<file path="src/rtl/id_stage_pkg.sv">
// id_stage_pkg: ALU op codes, RV64I opcode/funct constants and decode output record shared with the ALU.
package id_stage_pkg;
  localparam int ALUOP_WIDTH = 5;
  typedef logic [ALUOP_WIDTH-1:0] aluop_t;
  localparam aluop_t ALU_ADD    = 5'd0;
  localparam aluop_t ALU_SUB    = 5'd1;
  localparam aluop_t ALU_AND    = 5'd2;
  localparam aluop_t ALU_OR     = 5'd3;
  localparam aluop_t ALU_XOR    = 5'd4;
  localparam aluop_t ALU_SLT    = 5'd5;
  localparam aluop_t ALU_SLTU   = 5'd6;
  localparam aluop_t ALU_SLL    = 5'd7;
  localparam aluop_t ALU_SRL    = 5'd8;
  localparam aluop_t ALU_SRA    = 5'd9;
  localparam aluop_t ALU_ADDW   = 5'd10;
  localparam aluop_t ALU_SUBW   = 5'd11;
  localparam aluop_t ALU_SLLW   = 5'd12;
  localparam aluop_t ALU_SRLW   = 5'd13;
  localparam aluop_t ALU_SRAW   = 5'd14;
  localparam aluop_t ALU_PASS_B = 5'd20;
  localparam aluop_t ALU_LINK   = 5'd21;
  localparam logic [6:0] OPC_OP       = 7'b0110011;
  localparam logic [6:0] OPC_OP_IMM   = 7'b0010011;
  localparam logic [6:0] OPC_OP_IMM32 = 7'b0011011;
  localparam logic [6:0] OPC_OP32     = 7'b0111011;
  localparam logic [6:0] OPC_LUI      = 7'b0110111;
  localparam logic [6:0] OPC_AUIPC    = 7'b0010111;
  localparam logic [6:0] OPC_JAL      = 7'b1101111;
  localparam logic [6:0] OPC_JALR     = 7'b1100111;
  localparam logic [6:0] F7_BASE      = 7'h00;
  localparam logic [6:0] F7_ALT       = 7'h20;
  typedef struct packed {
    aluop_t      aluop;
    logic [63:0] a;
    logic [63:0] b;
    logic [63:0] pc;
    logic [4:0]  rd;
    logic        wen;
    logic        illegal;
  } id_out_t;
  function automatic aluop_t alu_f3(input logic [2:0] f3, input logic alt);
    case (f3)
      3'd0: return alt ? ALU_SUB : ALU_ADD;
      3'd1: return ALU_SLL;
      3'd2: return ALU_SLT;
      3'd3: return ALU_SLTU;
      3'd4: return ALU_XOR;
      3'd5: return alt ? ALU_SRA : ALU_SRL;
      3'd6: return ALU_OR;
      default: return ALU_AND;
    endcase
  endfunction
  function automatic aluop_t alu_w(input logic [2:0] f3, input logic alt);
    return f3 == 3'd1 ? ALU_SLLW : f3 == 3'd5 ? (alt ? ALU_SRAW : ALU_SRLW) : (alt ? ALU_SUBW : ALU_ADDW);
  endfunction
endpackage

</file>
<file path="src/rtl/id_decode.sv">
// id_decode: combinational RV64I decode of one instruction into ALU op, operands, rd and write enable.
module id_decode
  import id_stage_pkg::*;
(
  input  logic [31:0] instr,
  input  logic [63:0] pc,
  input  logic [63:0] rs1,
  input  logic [63:0] rs2,
  output aluop_t      aluop,
  output logic [63:0] a,
  output logic [63:0] b,
  output logic [4:0]  rd,
  output logic        wen,
  output logic        illegal
);
  logic [6:0] op, f7;
  logic [2:0] f3;
  logic [63:0] imm_i, imm_u, sa, sb;
  aluop_t sel;
  logic ok;
  assign op = instr[6:0];
  assign f3 = instr[14:12];
  assign f7 = instr[31:25];
  assign imm_i = {{52{instr[31]}}, instr[31:20]};
  assign imm_u = {{32{instr[31]}}, instr[31:12], 12'd0};
  always_comb begin
    ok = 1'b1;
    sel = ALU_ADD;
    sa = rs1;
    sb = rs2;
    case (op)
      OPC_OP: begin
        ok = f7 == F7_BASE || (f7 == F7_ALT && (f3 == 3'd0 || f3 == 3'd5));
        sel = alu_f3(f3, instr[30]);
      end
      OPC_OP_IMM: begin
        ok = f3 == 3'd1 ? instr[31:26] == 6'd0 : f3 != 3'd5 || instr[31:26] == 6'd0 || instr[31:26] == 6'b010000;
        sel = alu_f3(f3, f3 == 3'd5 && instr[30]);
        sb = f3 == 3'd1 || f3 == 3'd5 ? {58'd0, instr[25:20]} : imm_i;
      end
      OPC_OP_IMM32: begin
        // W shifts only have a 5-bit shamt, so instr[25] set is reserved
        ok = f3 == 3'd0 || (f3 == 3'd1 && f7 == F7_BASE) || (f3 == 3'd5 && (f7 == F7_BASE || f7 == F7_ALT));
        sel = alu_w(f3, f3 == 3'd5 && instr[30]);
        sb = f3 == 3'd0 ? imm_i : {59'd0, instr[24:20]};
      end
      OPC_OP32: begin
        ok = (f7 == F7_BASE && (f3 == 3'd0 || f3 == 3'd1 || f3 == 3'd5)) || (f7 == F7_ALT && (f3 == 3'd0 || f3 == 3'd5));
        sel = alu_w(f3, instr[30]);
      end
      OPC_LUI: begin
        sel = ALU_PASS_B;
        sa = '0;
        sb = imm_u;
      end
      OPC_AUIPC: begin
        sa = pc;
        sb = imm_u;
      end
      OPC_JAL, OPC_JALR: begin
        ok = op == OPC_JAL || f3 == 3'd0;
        sel = ALU_LINK;
        sa = '0;
        sb = pc;
      end
      default: ok = 1'b0;
    endcase
  end
  assign illegal = ~ok;
  assign aluop = ok ? sel : ALU_ADD;
  assign a = ok ? sa : '0;
  assign b = ok ? sb : '0;
  assign rd = instr[11:7];
  assign wen = ok && rd != 5'd0;
endmodule

</file>
<file path="src/rtl/id_stage.sv">
// id_stage: RV64I decode stage with valid/ready handshake and output register; ID_SKID_EN adds a one-entry skid buffer.
module id_stage
  import id_stage_pkg::*;
(
  input  logic                   clk,
  input  logic                   rst_n,
  input  logic                   in_valid,
  output logic                   in_ready,
  input  logic [63:0]            in_pc,
  input  logic [31:0]            in_instr,
  input  logic [63:0]            rs1_data,
  input  logic [63:0]            rs2_data,
  input  logic                   flush,
  output logic                   out_valid,
  input  logic                   out_ready,
  output logic [63:0]            out_a,
  output logic [63:0]            out_b,
  output logic [ALUOP_WIDTH-1:0] out_aluop,
  output logic [63:0]            out_pc,
  output logic [4:0]             out_rd,
  output logic                   out_wen,
  output logic                   out_illegal
);
  id_out_t dec, out_q;
  aluop_t d_op;
  logic [63:0] d_a, d_b;
  logic [4:0] d_rd;
  logic d_wen, d_ill, acc, load;
  id_decode u_dec (
    .instr(in_instr), .pc(in_pc), .rs1(rs1_data), .rs2(rs2_data),
    .aluop(d_op), .a(d_a), .b(d_b), .rd(d_rd), .wen(d_wen), .illegal(d_ill)
  );
  assign dec = '{aluop: d_op, a: d_a, b: d_b, pc: in_pc, rd: d_rd, wen: d_wen, illegal: d_ill};
  assign acc = in_valid & in_ready;
  assign load = ~out_valid | out_ready;
`ifdef ID_SKID_EN
  id_out_t skid_q;
  logic skid_full;
  // in_ready depends only on state (and reset), never on out_ready
  assign in_ready = rst_n & ~skid_full;
  always_ff @(posedge clk) begin
    if (!rst_n) begin
      out_valid <= 1'b0;
      skid_full <= 1'b0;
      out_q <= '0;
    end else if (flush) begin
      out_valid <= 1'b0;
      skid_full <= 1'b0;
    end else if (load) begin
      out_valid <= skid_full | acc;
      skid_full <= 1'b0;
      if (skid_full) out_q <= skid_q;
      else if (acc) out_q <= dec;
    end else if (acc) begin
      skid_full <= 1'b1;
    end
  end
  always_ff @(posedge clk)
    if (acc && !load) skid_q <= dec;
`else
  assign in_ready = rst_n & load;
  always_ff @(posedge clk) begin
    if (!rst_n) begin
      out_valid <= 1'b0;
      out_q <= '0;
    end else if (flush) begin
      out_valid <= 1'b0;
    end else if (load) begin
      out_valid <= in_valid;
      if (in_valid) out_q <= dec;
    end
  end
`endif
  assign out_aluop = out_q.aluop;
  assign out_a = out_q.a;
  assign out_b = out_q.b;
  assign out_pc = out_q.pc;
  assign out_rd = out_q.rd;
  assign out_wen = out_q.wen;
  assign out_illegal = out_q.illegal;
endmodule

</file>
<file path="config.mk">
export PLATFORM = sky130hd
export DESIGN_NAME = id_stage
export DESIGN_NICKNAME = d
export VERILOG_FILES = /design/src/rtl/id_stage_pkg.sv /design/src/rtl/id_decode.sv /design/src/rtl/id_stage.sv
export SDC_FILE = /design/constraint.sdc
export NUM_CORES = 1
export LEC_CHECK = 0
export BUFFER_PORTS_ARGS = -buffer_cell sky130_fd_sc_hd__buf_2
export CORE_AREA = 2 2 168 170
export DETAILED_ROUTE_END_ITERATION = 10
export DIE_AREA = 0 0 170 172
export SLEW_MARGIN = 25
export SYNTH_ARGS = -nofsm -noshare
export SYNTH_HDL_FRONTEND = slang
export SYNTH_SLANG_ARGS = --single-unit
</file>
<file path="constraint.sdc">
create_clock -name clk -period 6.55 [get_ports clk]
set_input_delay 1.31 -clock clk [delete_from_list [all_inputs] [get_ports clk]]
set_output_delay 1.31 -clock clk [all_outputs]
set_load 0.02 [all_outputs]
</file>
; Word level (Yosys, flattened, before mapping)
; Index checks and enable logic that the tools add are counted.
[word_totals]
regBits = 205
latchBits = 0
ramBits = 0
romBits = 0
out_inout_bits = 206
wordCells = 82
memories = 0
[classes]
add_sub_neg = 0
multipliers = 0
n_div = 0
magnitude_cmp = 0
n_eq_ne = 17
n_shift = 0
muxes = 24
n_bitwise = 6
n_reduce_logical = 27
[ops]
columns = operator, count
row1 = 2-to-1 mux 64 bit, 4
row2 = one-hot mux 64 bit (4 select lines), 1
row3 = one-hot mux 64 bit (2 select lines), 1
row4 = one-hot mux 5 bit (7 select lines), 2
row5 = one-hot mux 5 bit (6 select lines), 1
row6 = equality test 7 x 6 -> 1 bit (second input constant), 4
row7 = 2-to-1 mux 5 bit, 5
row8 = equality test 7 x 5 -> 1 bit (second input constant), 3
row9 = equality test 7 bit (second input constant), 2
row10 = logical OR 1 bit, 12
row11 = equality test 3 bit (second input constant), 3
row12 = zero test 7 bit, 1
row13 = 2-to-1 mux 1 bit, 7
row14 = equality test 3 x 2 -> 1 bit (second input constant), 2
row15 = equality test 6 x 5 -> 1 bit (second input constant), 1
row16 = logical AND 1 bit, 6
row17 = zero test 6 bit, 1
row18 = one-hot mux 1 bit (6 select lines), 1
row19 = OR reduction 2 bit, 3
row20 = nonzero test 5 bit, 1
row21 = 2-to-1 mux 2 bit, 2
row22 = NOT 1 bit, 4
row23 = equality test 3 x 1 -> 1 bit (second input constant), 1
row24 = zero test 3 bit, 1
row25 = other kinds (5), 5

; Longest topological paths before layout
[depth]
ltp_word = 7
mapped_depth = 9
mapped_depth_nobuf = 6

; Modules after synthesis
; A second synthesis with hierarchy kept.
[unflattened]
hier_cells = 1342
area_unflattened_um2 = 10745.3
[modules_own_cells]
columns = mod, instances, cells_each, area_each_um2, seq_area_each_um2
row1 = id_stage, 1, 891, 8204.1, 4103.9
row2 = id_decode, 1, 451, 2541.2, 0.0

; Worst setup path after synthesis
; OpenSTA, ideal clock, no wires.
[synth_timing]
path_type = input port to output port
start = in rst_n
end = out in_ready
t_arrival_ns = 1.861
path_slack_ns = 3.379
stages = 3
n_path_buf = 1
path_cell_list = inv_2 -> clkbuf_1 -> nor2_1
[synth_between]
elab_chain_cells = 1
[synth_lines]
columns = item, line
row1 = from (decl), id_stage.sv:6  ; input logic rst_n,
row2 = AND 1 bit, id_stage.sv:61  ; assign in_ready = rst_n & load;
row3 = to (decl), id_stage.sv:8  ; output logic in_ready,
; Every way passes these cells.

; Final worst setup path
[layout_timing]
start = in in_instr[5]
end = reg out_q, in the netlist out_a[53]
[layout_between]
elab_chain_cells = 4
elab_cells_between_ends = 15
classes_between = eq/ne (8) / mux (3) / reduce/logical (4)
[layout_lines]
columns = item, line
row1 = from (decl), id_stage.sv:10  ; input logic [31:0] in_instr,
row2 = equality test 7 bit (tied with other cells), id_decode.sv:31  ; case (op)
row3 = OR reduction 2 bit (tied with other cells), id_decode.sv:31
row4 = one-hot mux 1 bit (6 select lines) / one-hot mux 64 bit (2 select lines) (equally long branches), id_decode.sv:31
row5 = 2-to-1 mux 64 bit *, id_decode.sv:71  ; assign a = ok ? sa : '0;
row6 = to (signal assigned), id_stage.sv:65  ; out_q <= '0;
row7 = to (signal assigned), id_stage.sv:70  ; if (in_valid) out_q <= dec;
row8 = to (decl), id_stage.sv:24  ; id_out_t dec, out_q;
; Mark *: on every way between the ends. The rest lies on a longest branch, timed or not.
; A chain may end at the register's enable or synchronous reset.

==> summary.txt <==
setup violators final = 0
RSZ-0062 raised after global routing = no
First-pass DRT Iterations = 5
post-synthesis cell area = 0.00837 sq mm
Most used DFF post-synth = dfxtp_1
dpl hpwl = 24.8 mm
Finished Layout Cells = 1757
status = completed
Residual DRC = 0
H-tree depth = 1
Final nets = 1621
dpl cell area = 0.0107 sq mm
Cell Pwr Density = 277 mW/mm^2
vias in the first global route = 8780
DIE WIDTH = 170 um
largest net degree at the start of global routing = 189
Yosys warnings = 0
layout cell share with drive strength beyond 1 = 35.7%
CTS max path bufs = 3
cell leakage power = 5.17 nW
Slew @ Worst Pin = 0.932 ns
Final Cell Area = 0.0116 sq mm
GRT Total Usage = 22.9%
Post-synth EDFFs = 0
cts repair resizes = 0
Slew Limit Fails = 0
Setup CP Type = in -> reg
synth unique cells = 48
worst path required time = 6.99 ns
CP endpoint kind = register
sequential fraction of the synthesis area = 49.0%
Clk Latency, worst-skew pair = 0.53 ns
FMAX = 289 MHz
skew final = 0.00871 ns
Routed Antenna Nets = 0
clock root cell = clkbuf_16
Critical Path AT = 3.90 ns
I/O Buffers = 434
Hold WC Path Type = reg -> reg
Core ar. = 0.0275 sq mm
setup repair bufs after CTS = 0
clk sinks = 205
routability cong. = 0.822
CTS tree = yes
post-synthesis cell count = 1015
TritonCTS buffer count = 24
WL/cell = 20.4 um
VDD IR max = 0.000209 V
initial antenna violation count = 3
I/O pins = 435
Syn Nets = 1244
vias per cell = 5.31
DR iter-0 viols = 536
row count = 61
asr flop ratio synth = 0%
final core occ = 42.2%
setup_tns = 0 ns
worst rel slew slack = 37.9%
Tcrit/Tclk final = 52.9%
Via Count = 9323
crit-path max FO = 68
Area Overhead vs Synth = 38.4%
Worst-path clk slew = 0.06 ns
final wirelength = 35.9 mm
minimum clock period = 3.46 ns
syn avg cell area = 8.25 sq um
remaining global-route overflow = 0
final hold slack = 0.447 ns
Initial Util = 30.5%
Pwr Total = 3.21 mW
die area = 0.0292 sq mm
endpoints failing hold = 0
Critical Path Source Type = input pin
Setup WS post-layout = 3.09 ns
pre-CTS WS = 2.56 ns
Max Cap Violations = 0
FF+latch count, synth = 205
Cells after DPL = 1711
first-pass GRT wire length = 51.6 mm
Die Ht = 172 um
# hold bufs at CTS = 0
fillcell total = 2803
==> routing by layer <==
layer	up-vias	global-route usage, %	share of wire (%)
met1	4379	26.6	39
li1	4426	-	-
met2	443	41.2	49
met4	4	7.25	3.2
met3	71	6.20	8.9
met5	-	0	0.084
==> final timing paths <==
| kind | from | slack [ns] | to | depth (start not counted) |
|---|---|---|---|---|
| max | in_instr[5] | 3.09 | out_a[53]$_SDFFE_PN0P_ | 9 |
| min | out_b[4]$_SDFFE_PN0P_ | 0.45 | out_b[4]$_SDFFE_PN0P_ | 2 |
| max reg2reg | out_valid$_SDFFE_PP0N_ | 4.01 | out_a[53]$_SDFFE_PN0P_ | 5 |
| min reg2reg | out_b[4]$_SDFFE_PN0P_ | 0.45 | out_b[4]$_SDFFE_PN0P_ | 2 |
==> placed cells by master, fill, tap and decap left out, types with 4 or more instances in the layout <==
cell,Yosys,layout
a22o_1,22,22
o22ai_1,34,34
dfxtp_1,205,205
a221oi_1,64,64
a21oi_1,76,76
clkbuf_16,0,25
nor2_1,95,94
a222oi_1,6,6
and3_1,4,4
o21ai_0,21,21
a22oi_1,4,4
buf_4,5,14
buf_2,21,434
clkbuf_8,0,4
a211oi_1,52,52
nor3_1,87,85
clkbuf_1,70,7
nand2_1,201,201
==> registers in the layout, indices dropped and copies added (netlist names) <==
| register | flops |
|---|---|
| out_illegal | 1 |
| out_pc | 64 |
| out_wen | 1 |
| out_aluop | 5 |
| out_rd | 5 |
| out_valid | 1 |
| out_b | 64 |
| out_a | 64 |
==> report_power, final <==
part / internal [mW] / switching, mW / leakage (nW) / total, mW
Combinational: 0.163 / 0.295 / 3.09 / 0.459
Sequential: 1.31 / 0.0304 / 1.68 / 1.34
Clock: 0.863 / 0.550 / 0.404 / 1.41
Total: 2.34 / 0.876 / 5.17 / 3.21
==> kinds of logic (layout without fill, tap and decap cells) <==
logic type	count (synthesis)	in the layout	share of synthesized area [%]
flops	205	205	49.0
compound gates	295	295	24.9
other cells	0	1	0
xor+xnor	1	1	0.105
buf+inv	102	497	5.11
simple gates	412	412	20.9
==> layout make-up <==
type                    count  area [sq um]  area share [%]
diodes                      1          2.50          0.0216
clock buffers              36           707            6.10
clock inverters             8           121            1.05
inverters                   3          11.3          0.0972
multi-input cells         708          3880            33.5
flip-flops and latches    205          4100            35.4
well taps                 346           433            3.74
repair buffers            450          2320            20.1
==> cell usage after synthesis (all sizes together) (2+ instances only) <==
cell,count,area (sq um)
a22o,22,193
a22oi,4,30.0
nand2,201,754
nor2,98,375
a21o,2,15.0
or3b,2,17.5
and3,4,25.0
buf,29,154
inv,3,11.3
o22ai,34,213
clkbuf,70,263
or2,2,12.5
nand3,2,10.0
nand2b,3,18.8
a222oi,6,60.1
a211oi,52,390
dfxtp,205,4100
o21ai,21,105
nor3,88,452
nand4b,2,17.5
nor2b,4,27.5
a221oi,64,561
a21oi,77,389
a31oi,2,12.5
o31ai,2,15.0
==> critical path, cell delays in order <==
cell and delay, ns:
buf_2 0.20, nand4_1 0.20, nor2_4 0.19, buf_4 0.71, o21ai_0 0.32, nand2_1 0.18, o41ai_4 0.07, buf_4 0.36
nor3_1 0.29
(Power assumes the default switching activity.)
